===== config.mk =====
export PLATFORM = sky130hd
export DESIGN_NAME = mem_stage
export DESIGN_NICKNAME = d
export VERILOG_FILES = /design/src/rtl/mips_pkg.sv /design/src/rtl/load_align.sv /design/src/rtl/mem_stage.sv
export SDC_FILE = /design/constraint.sdc
export NUM_CORES = 1
export LEC_CHECK = 0
export BUFFER_PORTS_ARGS = -buffer_cell sky130_fd_sc_hd__buf_4
export CAP_MARGIN = 25
export CORE_AREA = 3 3 185 187
export DETAILED_ROUTE_END_ITERATION = 7
export DIE_AREA = 0 0 188 190
export PLACE_DENSITY = 0.42
export SLEW_MARGIN = 20
export SYNTH_ARGS = -nofsm -noshare
export SYNTH_HDL_FRONTEND = slang
export SYNTH_SLANG_ARGS = --single-unit

===== constraint.sdc =====
create_clock -name clock -period 1.5 [get_ports clock]
set_input_delay 0.225 -clock clock [delete_from_list [all_inputs] [get_ports clock]]
set_output_delay 0.225 -clock clock [all_outputs]
set_load 0.01 [all_outputs]

===== src/rtl/mips_pkg.sv =====
// Shared definitions for the MIPS memory stage: opcodes, FSM states, access sizes
// and the MEM/WB register layout.
package mips_pkg;

  localparam logic [5:0] OP_LB  = 6'h20;
  localparam logic [5:0] OP_LH  = 6'h21;
  localparam logic [5:0] OP_LW  = 6'h23;
  localparam logic [5:0] OP_LBU = 6'h24;
  localparam logic [5:0] OP_LHU = 6'h25;
  localparam logic [5:0] OP_SB  = 6'h28;
  localparam logic [5:0] OP_SH  = 6'h29;
  localparam logic [5:0] OP_SW  = 6'h2B;

  typedef enum logic {S_IDLE = 1'b0, S_ACCESS = 1'b1} memState_t;

  typedef enum logic [1:0] {BYTE = 2'd0, HALF = 2'd1, WORD = 2'd2} accSize_t;

  typedef struct packed {
    logic        valid;
    logic        regwrite;
    logic        memtoreg;
    logic [4:0]  regdest;
    logic [31:0] aluout;
    logic [31:0] memdata;
    logic [31:0] pc;
    logic [31:0] ir;
  } memWb_t;

  function automatic accSize_t opSize(input logic [5:0] op);
    case (op)
      OP_LB, OP_LBU, OP_SB: return BYTE;
      OP_LH, OP_LHU, OP_SH: return HALF;
      default:              return WORD;
    endcase
  endfunction

  function automatic logic opSigned(input logic [5:0] op);
    return (op == OP_LB) || (op == OP_LH);
  endfunction

endpackage


===== src/rtl/load_align.sv =====
// Shifts the addressed byte/halfword of a memory word down to bit 0 and
// sign- or zero-extends it for write-back.
module load_align
  import mips_pkg::*;
(
  input  logic [31:0] dm_rdata,
  input  logic [1:0]  addr,
  input  accSize_t    size,
  input  logic        isSigned,
  output logic [31:0] wbData
);

  logic [7:0]  laneByte;
  logic [15:0] laneHalf;

  always_comb begin
    laneByte = dm_rdata[{addr, 3'b000} +: 8];
    laneHalf = addr[1] ? dm_rdata[31:16] : dm_rdata[15:0];
    case (size)
      BYTE:    wbData = {{24{isSigned & laneByte[7]}}, laneByte};
      HALF:    wbData = {{16{isSigned & laneHalf[15]}}, laneHalf};
      default: wbData = dm_rdata;
    endcase
  end

endmodule


===== src/rtl/mem_stage.sv =====
// MIPS MEM stage: request/ack data-memory port, branch/jump redirect, MEM/WB register.
// Define DMEM_SUBWORD_EN for byte/halfword loads and stores (opcode decoded).
module mem_stage
  import mips_pkg::*;
#(
  parameter logic [31:0] RESET_PC = 32'h0000_0000
) (
  input  logic        clock,
  input  logic        resetn,
  input  logic        in_valid,
  input  logic [31:0] i_ir,
  input  logic [31:0] i_pc,
  input  logic [31:0] i_aluout,
  input  logic [31:0] i_b,
  input  logic [4:0]  i_regdest,
  input  logic        i_regwrite,
  input  logic        i_memread,
  input  logic        i_memwrite,
  input  logic        i_memtoreg,
  input  logic        i_branchs,
  input  logic        i_jumps,
  input  logic        i_zero,
  input  logic [31:0] i_branch,
  input  logic [31:0] i_jump,
  output logic        dm_req,
  output logic        dm_we,
  output logic [31:0] dm_addr,
  output logic [31:0] dm_wdata,
  output logic [3:0]  dm_be,
  input  logic        dm_ack,
  input  logic [31:0] dm_rdata,
  output logic        stall,
  output logic        redirect,
  output logic [31:0] pc_target,
  output logic        mem_err,
  output logic        wb_valid,
  output logic        wb_regwrite,
  output logic        wb_memtoreg,
  output logic [4:0]  wb_regdest,
  output logic [31:0] wb_aluout,
  output logic [31:0] wb_memdata,
  output logic [31:0] wb_pc,
  output logic [31:0] wb_ir
);

  memState_t   state, nextState;
  memWb_t      wbQ, wbD;
  logic        isMem, misaligned, memErrD;
  logic [1:0]  addrLo;
  logic [3:0]  beMask;
  logic [31:0] wdataLane, loadData;

  assign isMem  = in_valid & (i_memread | i_memwrite);
  assign addrLo = i_aluout[1:0];

`ifdef DMEM_SUBWORD_EN
  accSize_t accSz;
  logic     accSigned;

  assign accSz     = opSize(i_ir[31:26]);
  assign accSigned = opSigned(i_ir[31:26]);

  // Store data is replicated so the addressed lane carries it whatever the offset.
  always_comb begin
    beMask     = 4'hF;
    wdataLane  = i_b;
    misaligned = |addrLo;
    case (accSz)
      BYTE: begin
        beMask     = 4'b0001 << addrLo;
        wdataLane  = {4{i_b[7:0]}};
        misaligned = 1'b0;
      end
      HALF: begin
        beMask     = addrLo[1] ? 4'b1100 : 4'b0011;
        wdataLane  = {2{i_b[15:0]}};
        misaligned = addrLo[0];
      end
      default: ;
    endcase
  end

  load_align uLoadAlign (
    .dm_rdata (dm_rdata),
    .addr     (addrLo),
    .size     (accSz),
    .isSigned (accSigned),
    .wbData   (loadData)
  );
`else
  assign beMask     = 4'hF;
  assign wdataLane  = i_b;
  assign misaligned = |addrLo;
  assign loadData   = dm_rdata;
`endif

  assign dm_addr   = {i_aluout[31:2], 2'b00};
  assign dm_wdata  = wdataLane;
  assign redirect  = in_valid & ((i_branchs & i_zero) | i_jumps);
  assign pc_target = i_jumps ? i_jump : i_branch;

  always_comb begin
    nextState   = state;
    memErrD     = 1'b0;
    stall       = 1'b0;
    dm_req      = 1'b0;
    dm_we       = 1'b0;
    dm_be       = 4'h0;
    wbD.valid    = in_valid;
    wbD.regwrite = i_regwrite;
    wbD.memtoreg = i_memtoreg;
    wbD.regdest  = i_regdest;
    wbD.aluout   = i_aluout;
    wbD.memdata  = '0;
    wbD.pc       = i_pc;
    wbD.ir       = i_ir;
    case (state)
      S_IDLE: begin
        if (isMem && misaligned) begin
          memErrD      = 1'b1;
          wbD.valid    = 1'b1;
          wbD.regwrite = 1'b0;
        end else if (isMem) begin
          stall        = 1'b1;
          nextState    = S_ACCESS;
          wbD.valid    = 1'b0;
          wbD.regwrite = 1'b0;
        end
      end
      S_ACCESS: begin
        dm_req = 1'b1;
        dm_we  = i_memwrite;
        dm_be  = beMask;
        stall  = ~dm_ack;
        if (dm_ack) begin
          nextState = S_IDLE;
          if (i_memread && !i_memwrite) wbD.memdata = loadData;
        end else begin
          // Keep write-back quiet while waiting so nothing retires twice.
          wbD.valid    = 1'b0;
          wbD.regwrite = 1'b0;
        end
      end
      default: nextState = S_IDLE;
    endcase
  end

  always_ff @(posedge clock or negedge resetn) begin
    if (!resetn) begin
      state   <= S_IDLE;
      mem_err <= 1'b0;
      wbQ     <= '0;
      wbQ.pc  <= RESET_PC;
    end else begin
      state   <= nextState;
      mem_err <= memErrD;
      wbQ     <= wbD;
    end
  end

  assign wb_valid    = wbQ.valid;
  assign wb_regwrite = wbQ.regwrite;
  assign wb_memtoreg = wbQ.memtoreg;
  assign wb_regdest  = wbQ.regdest;
  assign wb_aluout   = wbQ.aluout;
  assign wb_memdata  = wbQ.memdata;
  assign wb_pc       = wbQ.pc;
  assign wb_ir       = wbQ.ir;

endmodule


==> out/qor.csv, run 1 <==
stage,metric,value,unit
run_status,status,"complete, but fails checks",
run_status,failing checks,setup timing,
timing,clk_skew,5.76,ps
detailed_routing,detailed-route wire length,22.1,mm
synthesis,mean area per synthesized cell,16.2,um^2
finish,ratio of cells with drive above 1 in the final layout,0.631,
floorplanning,die footprint,0.0357,mm^2
synthesis,register area share after synthesis,0.733,
min_path,HP Class,input pin to flop,
synthesis,Synth area leaders,"dfrtp_1 (73%), buf_4 (11%), mux2_2 (7.7%), and2_1 (2.5%), and2_2 (2.2%)",
pwr,Comb power frac,0.163,
synthesis,Yosys top cell by area,dfrtp_1,
worst_setup_path,"Arr. time, crit path",1390,ps
finish,n_diodes,0,
finish,nets,1022,
finish,multi-input logic area,698,um^2
pwr,Reg power frac,0.398,
timing,final period utilization,1.08,
floorplanning,row count,66,
worst_setup_path,kind of critical path,flop to primary output,
place,Port Buffers,414,
pwr,Sw Share,0.229,
detailed_routing,initial drt markers,69,
floorplanning,Top Ports,481,
timing,final max-slew violation count,0,
global_routing,vias in the first global route,4639,
detailed_routing,vias per inst,3.25,
run,number of max-cap violations,0,
worst_setup_path,Worst Setup End Kind,primary output,
worst_setup_path,launch point of the worst path,state,
cts,CTS H-tree depth,4,
place,routability congestion estimate,0.712,
place,Placed Cells,1077,
detailed_routing,Vias,4021,
floorplanning,starting density of the core,0.144,
synthesis,Yosys top cell area share,0.733,
floorplanning,DIE HEIGHT,190,um
detailed_routing,Routed Antenna Nets,0,
min_path,HP Start,dm_rdata[19],
synthesis,mapped cell area,0.00471,mm^2
pwr,Net Switching,2250,uW
timing,Hold Fails Final Rpt,0,
timing,fmax,0.619,GHz
synthesis,"flops & latches, synth",138,
floorplanning,Die Width,188,um
pwr,pwr dens,1010,mW/mm^2
finish,Finished Layout Cells,1237,
timing,final period demand of the worst path,1620,ps
cts,Bufs on Longest Clock Path,2,
finish,area delta synth->final,108,%
cts,Clock transition at path regs,60,ps
detailed_routing,DRT Pass-1 Iters,6,
synthesis,post-synthesis cell type count,17,
global_routing,All-Layer GR Usage,0.121,
detailed_routing,DR WL/cell,17.8,um
pwr,Pint,7610,uW
finish,# fillers,3332,
worst_setup_path,crit-path max FO,2,
global_routing,grt ovf,0,
timing,RSZ-0062 raised after global routing,yes,
place,HPWL after DPL,17.4,mm
synthesis,Post-Syn Instances,290,
timing,Final Setup Violations,2,
finish,Reg area,0.00345,mm^2
cts,Clock Latency Late Sink,410,ps
synthesis,synth warn,0,
worst_setup_path,FF-to-FF Start,state,
worst_setup_path,required time worst endpoint,1270,ps
pwr,clock share of power,0.439,
floorplanning,core box area,0.0326,mm^2
global_routing,largest net degree at the start of global routing,43,
pwr,maximum vdd drop,687,uV
pwr,static leakage,0.00487,uW
cts,Sink Count,138,
cts,Inserted Clock Buffers,17,
timing,final setup margin,-116,ps
global_routing,first-pass GRT wire length,31.5,mm
cts,clock tree from TritonCTS,done,
cts,clk root buf,clkbuf_16,
timing,Setup TNS,-125,ps
worst_setup_path,CP startpoint kind,flop,
global_routing,initial antenna violation count,0,
detailed_routing,DRC violations left,0,
[metal layers]
layer / vias up / track usage / part of all wire
met3: 47 / 0.0457 / 0.088
met2: 244 / 0.229 / 0.55
met1: 1893 / 0.119 / 0.34
li1: 1837 / - / -
met4: 0 / 0.0442 / 0.025
met5: - / 0 / 0
[cells in the final DEF (no fill, tap or decap), types with 2 or more instances in the layout]
| master | n |
|---|---|
| clkbuf_16 | 17 |
| dlygate4sd3_1 | 126 |
| and2_2 | 14 |
| mux2_2 | 32 |
| clkinv_2 | 4 |
| dfrtp_1 | 138 |
| and2_1 | 19 |
| nor2_1 | 2 |
| conb_1 | 2 |
| buf_12 | 2 |
| buf_4 | 418 |
| bufinv_16 | 3 |
| clkbuf_8 | 3 |
| clkinvlp_4 | 2 |
[power groups by stage]
| stage | Clock [uW] | Sequential [uW] | Combinational (uW) |
|---|---|---|---|
| finish | 4330 | 3920 | 1610 |
| global route | 4650 | 3940 | 1720 |
| CTS | 4500 | 3920 | 1640 |
| detailed placement | 0 | 3990 | 1340 |
| global placement | 0 | 3990 | 1350 |
| floorplan | 0 | 4080 | 362 |
[worst max-delay path, stage by stage, from the launching register on]
cell and delay, ps:
dfrtp_1 380, o21bai_4 190, o41ai_4 230, buf_4 190
[layout make-up]
type | count | share of cell area
repair buffers | 547 | 0.455
flip-flops and latches | 138 | 0.353
multi-input cells | 77 | 0.0714
well taps | 442 | 0.0566
clock buffers | 21 | 0.0481
clock inverters | 11 | 0.0146
inverters | 1 | 0.000384
[worst paths after layout]
kind | endpoint | slack (ps) | cells past startpoint
setup / recovery | stall | -120 | 3
hold reg to reg | mem_err | 690 | 3
setup reg to reg | wb_memdata[24] | 180 | 3
hold / removal | wb_memdata[19] | 30 | 2
max in group asynchronous | wb_pc[1] | 690 | 3
min in group asynchronous | wb_ir[8] | 240 | 2
[state kept, by name, indices dropped and copies added (netlist names)]
register,flops
wb_aluout,32
wb_valid,1
state,1
wb_pc,32
wb_regdest,5
wb_ir,32
mem_err,1
wb_memdata,32
wb_memtoreg,1
wb_regwrite,1
[synthesized netlist by cell type]
cell type	number
dfrtp_1	138
buf_4	68
mux2_2	32
and2_1	19
and2_2	14
buf_6	7
nor2_1	2
a21oi_1	1
and4b_4	1
conb_1	1
inv_1	1
nand2b_1	1
nor3_1	1
o211a_1	1
o21bai_1	1
o311a_1	1
o41ai_1	1
[metrics by stage]
step           total power [uW]   util  setup slack [ps]  hold slack, ps  instance area [um^2]
5_1_grt                   10300  0.300              -196            6.15                  9770
4_1_cts                   10100  0.299              -241          0.0950                  9760
3_3_place_gp               5340  0.241               112             121                  7850
6_report                   9870  0.300              -116            34.6                  9770
3_5_place_dp               5340  0.241               100             118                  7850
2_1_floorplan              4440      -              87.1           -70.6                  4710
[cells by family after synthesis]
group / Yosys count / share of synthesized area
DFF: 138 / 0.733
muxes: 32 / 0.0765
buffers and inverters: 76 / 0.126
and+or+nand+nor: 38 / 0.0545
other: 1 / 0.000796
AOI/OAI and AO/OA: 5 / 0.00877
[timing repair]
item                                   CTS  global route
pin swaps                                1             1
buffers inserted                         3             0
hold buffers                           126             0
endpoints found under the hold margin  197             0
gates resized for setup                  3             2
setup endpoints to repair                2             2
(Power assumes the default switching activity.)
==> run 2: changes to the inputs <==
Settings changed: ABC_AREA set to 1, CORE_AREA 3 3 185 187 to 3 3 187 189, DIE_AREA 0 0 188 190 to 0 0 190 192.
==> run 2 against run 1 <==
Effect of this change:
- the flow now finishes without violations
- non-clock buffer count down 9
- first-iteration DRC count up 84%
- highest routed layer unchanged
- core utilization down 0.35 points
- clock power up 2%
- combinational power up 4%
- maximum frequency up 9.8%
- global-route usage up 0.60 points
- cell area up 1.3%
- critical endpoint unchanged
- total power up 1.7%
==> out/qor.csv, run 2 <==
stage,metric,value,unit,change
min_path,HP Start,dm_rdata[12],,
detailed_routing,DR WL/cell,18.4,um,+3.1%
finish,nets,1091,,+6.8%
synthesis,mapped cell area,0.00492,mm^2,+4.6%
timing,clk_skew,13.2,ps,+7.48 ps
finish,"commonest non-fill, non-tap cell in the layout",buf_4,,
synthesis,"flops & latches, synth",138,,unchanged
detailed_routing,Routed Antenna Nets,0,,unchanged
floorplanning,core box area,0.0334,mm^2,+2.5%
pwr,pwr dens,1010,mW/mm^2,+0.34%
worst_setup_path,FF-to-FF setup slack,170,ps,about the same
synthesis,synth cell count leaders,"dfrtp_1 (138), nand2_1 (104), buf_4 (73)",,
worst_setup_path,"Arr. time, crit path",1250,ps,-140 ps
place,routability congestion estimate,0.778,,+9.2%
floorplanning,die footprint,0.0365,mm^2,+2.1%
synthesis,fraction of registers with async set/reset,1.00,,unchanged
synthesis,"EDFF count, synth",0,,unchanged
timing,Final Setup Violations,0,,-2
run,number of max-cap violations,0,,unchanged
worst_setup_path,Worst R2R Path Depth,9,,+6
timing,final setup margin,28.3,ps,+145 ps
finish,# fillers,3474,,+4.3%
timing,final max-slew violation count,0,,unchanged
synthesis,"count leader, synth",dfrtp_1,,
timing,hold slack,46.9,ps,+12.4 ps
timing,fmax,0.679,GHz,+9.8%
worst_setup_path,kind of critical path,flop to primary output,,
worst_setup_path,critical path's top delay family,flip-flops,,
detailed_routing,detailed-route wire length,24.1,mm,+9.3%
worst_setup_path,CP max-delay cell,dfrtp_2,,
detailed_routing,initial drt markers,127,,+84%
finish,Finished Layout Cells,1312,,+6.1%
worst_setup_path,R2R Path End,wb_valid,,
synthesis,mean area per synthesized cell,13.2,um^2,-19%
worst_setup_path,Worst Setup End Kind,primary output,,
place,HPWL after DPL,19.5,mm,+12%
pwr,Tot Pwr,10000,uW,+1.7%
detailed_routing,DRC violations left,0,,unchanged
place,Port Buffers,414,,unchanged
synthesis,synth warn,0,,unchanged
finish,n_diodes,0,,unchanged
worst_setup_path,CP Buf/Inv Count,2,,+1
floorplanning,starting density of the core,0.147,,+0.00285
finish,area delta synth->final,101,%,
run_status,status,"finished, final reports clean",,
synthesis,Yosys top cell by area,dfrtp_1,,
floorplanning,row count,67,,+1.5%
min_path,Worst Hold End,wb_memdata[12],,
min_path,HP Class,input pin to flop,,
global_routing,initial antenna violation count,1,,+1
worst_setup_path,CP startpoint kind,flop,,
synthesis,Post-Syn Instances,374,,+29%
cts,clock tree from TritonCTS,done,,
finish,multi-input logic area,861,um^2,+23%
cts,Bufs on Longest Clock Path,2,,unchanged
finish,Layout Utilization,0.296,,-0.00350
global_routing,grt ovf,0,,unchanged
synthesis,Synth Flop Type,dfrtp_1,,
synthesis,register area share after synthesis,0.701,,-0.0321
worst_setup_path,crit-path max FO,6,,+4
pwr,static leakage,0.00500,uW,+2.8%
synthesis,post-synthesis cell type count,16,,-1
floorplanning,Die Width,190,um,+1.1%
cts,Clock transition at path regs,70,ps,about the same
synthesis,Synth area leaders,"dfrtp_1 (70%), buf_4 (11%), nand2_1 (7.9%), nor3b_2 (7.6%), inv_1 (0.69%)",,
finish,ratio of cells with drive above 1 in the final layout,0.583,,-0.0481
cts,Clock Latency Late Sink,420,ps,about the same
cts,Sink Count,138,,unchanged
cts,Inserted Clock Buffers,17,,unchanged
place,Placed Cells,1170,,+8.6%
synthesis,Yosys top cell area share,0.701,,-0.0321
detailed_routing,DRT Pass-1 Iters,4,,-2
finish,"commonest non-fill, non-tap cells in the layout","buf_4 (426), dfrtp_1 (137), dlygate4sd3_1 (103)",,
global_routing,All-Layer GR Usage,0.127,,+0.00597
timing,RSZ-0062 raised after global routing,yes,,
place,pre-CTS setup slack,284,ps,+184 ps
worst_setup_path,required time worst endpoint,1270,ps,about the same
global_routing,first-pass GRT wire length,32.9,mm,+4.5%
worst_setup_path,Worst path max stage delay,450,ps,+70 ps
floorplanning,Top Ports,481,,unchanged
timing,final period utilization,0.981,,-0.0965
global_routing,largest net degree at the start of global routing,41,,-4.7%
worst_setup_path,worst path cell trace,"inv_2, nand4_1, nand2_2, buf_6",,
cts,CTS H-tree depth,4,,unchanged
cts,clk root buf,clkbuf_16,,
min_path,Hold Path Cell Cnt,2,,unchanged
timing,Hold Fails Final Rpt,0,,unchanged
detailed_routing,Vias,4480,,+11%
worst_setup_path,FF-to-FF Start,state,,
timing,final period demand of the worst path,1470,ps,-145 ps
floorplanning,DIE HEIGHT,192,um,+1.1%
detailed_routing,vias per inst,3.41,,+5.0%
finish,Reg area,0.00345,mm^2,about the same
pwr,maximum vdd drop,664,uV,-3.4%
global_routing,vias in the first global route,4786,,+3.2%
## run 2: changes by cell type in the layout (fill, tap and decap cells not counted), moves of 6 or more
cell,delta
and2_1,-19
nor3b_2,+30
nand2_1,+101
buf_4,+8
inv_1,+6
dlygate4sd3_1,-23
and2_2,-14
mux2_2,-32
## run 2: report_power, final
group / switching [uW] / total, uW / internal, uW
clock network: 1700 / 4430 / 2730
registers: 48.9 / 3930 / 3880
logic: 706 / 1680 / 970
## run 2: worst reg2reg max path, stage by stage (launching register included)
cell	delay [ps]
dfrtp_2	430
inv_2	50
buf_4	120
buf_4	120
buf_4	130
buf_4	120
buf_4	130
nand3_1	70
nand2_1	50
inv_1	50
## run 2: kinds of logic (layout without fill, tap and decap cells)
group | after synthesis | in the layout | synth area share
buffers and inverters | 90 | 579 | 0.130
AO/OA/AOI/OAI | 3 | 3 | 0.00356
other | 1 | 2 | 0.000762
AND/OR/NAND/NOR | 142 | 142 | 0.165
flip-flops | 138 | 138 | 0.701
## run 2: cell type report
cell class | count | area share
well taps | 448 | 0.0566
clock inverters | 12 | 0.0164
clock buffers | 20 | 0.0461
multi-input cells | 147 | 0.0869
inverters | 9 | 0.00341
repair buffers | 538 | 0.442
flip-flops and latches | 138 | 0.349
## run 2: timing repair
| action | 4_1_cts | 5_1_grt |
|---|---|---|
| endpoints found under the setup margin | 2 | 5 |
| hold buffers | 103 | 0 |
| hold endpoints to repair | 130 | 0 |
| buffers inserted | 7 | 1 |
| gates resized for setup | 7 | 4 |
| pin swaps | 2 | 1 |
## run 2: worst max-delay path by stage
stage	start	end	cells after the start
after floorplan	state	wb_memdata[10]	3
after global placement	state	wb_memdata[0]	3
after detailed placement	state	wb_memdata[0]	3
after CTS	state	stall	4
after global routing	state	stall	4
final	state	stall	4
## run 2: layer usage
| metal | global-route usage | share of wire | up-vias |
|---|---|---|---|
| met3 | 0.0389 | 0.084 | 42 |
| li1 | - | - | 2045 |
| met2 | 0.254 | 0.57 | 262 |
| met1 | 0.119 | 0.32 | 2131 |
| met5 | 0 | 0 | - |
| met4 | 0.0466 | 0.024 | 0 |
## run 2: metrics by stage
stage,TNS (ps),cell area [um^2]
floorplan,0,4930
CTS,0,9890
global route,-62.3,9900
finish,0,9900
global placement,0,8170
detailed placement,0,8170
==> run 3: changes to the inputs <==
Settings changed: BUFFER_PORTS_ARGS -buffer_cell sky130_fd_sc_hd__buf_4 to -buffer_cell sky130_fd_sc_hd__buf_2, SLEW_MARGIN 20 to not set.
Clock period 1.5 ns to 1.4 ns, I/O delays scaled along.
==> run 3 against run 2 <==
Effect of this change:
- the run now ends with setup timing left
- critical path type unchanged
- clock skew shrank 3.0 ps
- flip-flop and latch count is the same
- critical endpoint is now dm_be[2]
- total power shrank 1.4%
- clock-buffer cell count is 2 lower
- sequential power rose by 6.9%
- wire length is 3.8% lower
==> out/qor.csv, run 3 (same netlist as run 2, synthesis figures left out) <==
stage,metric,value,unit,change
floorplanning,row count,67,,unchanged
floorplanning,core box area,0.0334,mm^2,unchanged
cts,clock tree from TritonCTS,done,,
detailed_routing,Routed Antenna Nets,0,,unchanged
pwr,Sw Share,0.257,,+0.0126
timing,Final Setup Violations,6,,+6
worst_setup_path,"Arr. time, crit path",1230,ps,-20 ps
timing,clk_skew,10.2,ps,-3.02 ps
detailed_routing,vias per inst,3.35,,-1.9%
floorplanning,DIE HEIGHT,192,um,unchanged
global_routing,All-Layer GR Usage,0.124,,-0.00291
run_status,status,"complete, but fails checks",,
timing,RSZ-0062 raised after global routing,yes,,
global_routing,GRT busiest layer,met2,,
floorplanning,Die Width,190,um,unchanged
pwr,clock share of power,0.425,,-0.017
worst_setup_path,required time worst endpoint,1190,ps,-80 ps
place,HPWL after DPL,18.9,mm,-3.1%
cts,CTS H-tree depth,4,,unchanged
global_routing,vias in the first global route,4724,,-1.3%
timing,Setup TNS,-207,ps,-207 ps
pwr,pwr dens,1110,mW/mm^2,+10%
pwr,Tot Pwr,9890,uW,-1.4%
finish,Final Cell Area,0.00888,mm^2,-10%
worst_setup_path,kind of critical path,flop to primary output,,
timing,final period utilization,1.03,,
floorplanning,die footprint,0.0365,mm^2,unchanged
cts,Inserted Clock Buffers,17,,unchanged
pwr,Comb power frac,0.150,,-0.017
pwr,Net Switching,2550,uW,+3.6%
place,Port Buffers,414,,unchanged
min_path,HP Class,input pin to flop,,
floorplanning,Top Ports,481,,unchanged
global_routing,largest net degree at the start of global routing,48,,+17%
timing,final max-slew violation count,0,,unchanged
timing,Hold Fails Final Rpt,0,,unchanged
finish,"commonest non-fill, non-tap cells in the layout","buf_2 (407), dfrtp_1 (137), dlygate4sd3_1 (107)",,
detailed_routing,detailed-route wire length,23.2,mm,-3.8%
pwr,static leakage,0.00467,uW,-6.6%
finish,ratio of cells with drive above 1 in the final layout,0.580,,-0.00366
timing,final period demand of the worst path,1440,ps,
cts,Bufs on Longest Clock Path,2,,unchanged
run,number of max-cap violations,0,,unchanged
worst_setup_path,CP startpoint kind,flop,,
detailed_routing,DRT Pass-1 Iters,6,,+2
worst_setup_path,crit-path max FO,4,,-2
place,Placed Cells,1170,,unchanged
floorplanning,starting density of the core,0.147,,unchanged
place,routability congestion estimate,0.768,,-1.2%
detailed_routing,Vias,4404,,-1.7%
detailed_routing,initial drt markers,152,,+20%
global_routing,grt ovf,0,,unchanged
place,pre-CTS setup slack,199,ps,-85.5 ps
cts,Sink Count,138,,unchanged
pwr,maximum vdd drop,767,uV,+15%
cts,clk root buf,clkbuf_16,,
finish,Finished Layout Cells,1315,,+0.23%
finish,"commonest non-fill, non-tap cell in the layout",buf_2,,
finish,area delta synth->final,80.3,%,
pwr,Pint,7340,uW,-3.1%
cts,Clock transition at path regs,70,ps,about the same
worst_setup_path,Worst Setup End Kind,primary output,,
global_routing,GR met3 Demand/Resource,0.0402,,+0.00128
timing,final setup margin,-43.9,ps,-72.2 ps
global_routing,initial antenna violation count,9,,+8
global_routing,first-pass GRT wire length,31.9,mm,-3.0%
pwr,Reg power frac,0.425,,+0.034
global_routing,routing usage on met2,0.247,,-0.00664
place,placed instance area,0.00714,mm^2,-13%
finish,nets,1094,,+0.27%
detailed_routing,DRC violations left,0,,unchanged
global_routing,M1 GR Usage,0.112,,-0.00689
run_status,failing checks,setup timing,,
detailed_routing,DR WL/cell,17.6,um,-4.0%
cts,Clock Latency Late Sink,420,ps,about the same
timing,fmax,0.693,GHz,
==> run 3: cell type report <==
cell class / instances / area (um^2)
fill: 3581 / 24600
sequential: 138 / 3450
timing repair buffer: 541 / 3430
multi-input combinational: 147 / 846
tap: 448 / 561
clock buffer: 18 / 429
clock inverter: 13 / 118
inverter: 9 / 33.8
antenna: 1 / 2.50
==> run 3: critical path: stages (launching register included) <==
cell     delay [ps]
dfrtp_2         430
buf_6           140
buf_12          130
buf_6           110
==> run 3: what timing repair did <==
item | in CTS | in global routing
gates resized for setup | 11 | 3
setup endpoints to repair | 7 | 7
pin swaps | 1 | 1
hold buffers | 107 | 0
endpoints found under the hold margin | 197 | 0
buffers inserted | 5 | 1
==> run 3: final timing paths <==
kind / endpoint / depth (start not counted) / startpoint / slack [ps]
worst max-delay path: dm_be[2] / 3 / state / -40
worst min-delay path: wb_memdata[6] / 2 / dm_rdata[6] / 30
worst max register to register: wb_memdata[17] / 5 / state / 140
worst min register to register: mem_err / 4 / state / 730
max in group asynchronous: wb_memdata[17] / 3 / resetn / 570
min in group asynchronous: wb_ir[11] / 2 / resetn / 250
==> run 3: power groups by stage <==
stage                     registers [uW]  logic [uW]  clock network, uW
final                               4200        1480               4210
after global routing                4210        1620               4610
after CTS                           4200        1520               4360
after detailed placement            4270        1230                  0
after global placement              4270        1230                  0
after floorplan                     4370         435                  0
==> run 3: layer usage <==
metal	part of all wire	vias to the layer above
met5	0.0034	-
met4	0.027	12
met3	0.084	56
met1	0.31	2023
li1	-	2047
met2	0.57	266
==> run 3: stage by stage <==
step           utilization  hold WS, ps
2_1_floorplan            -        -85.6
3_3_place_gp         0.214          115
3_5_place_dp         0.214          110
4_1_cts              0.265        0.214
5_1_grt              0.265         15.7
6_report             0.265         28.7
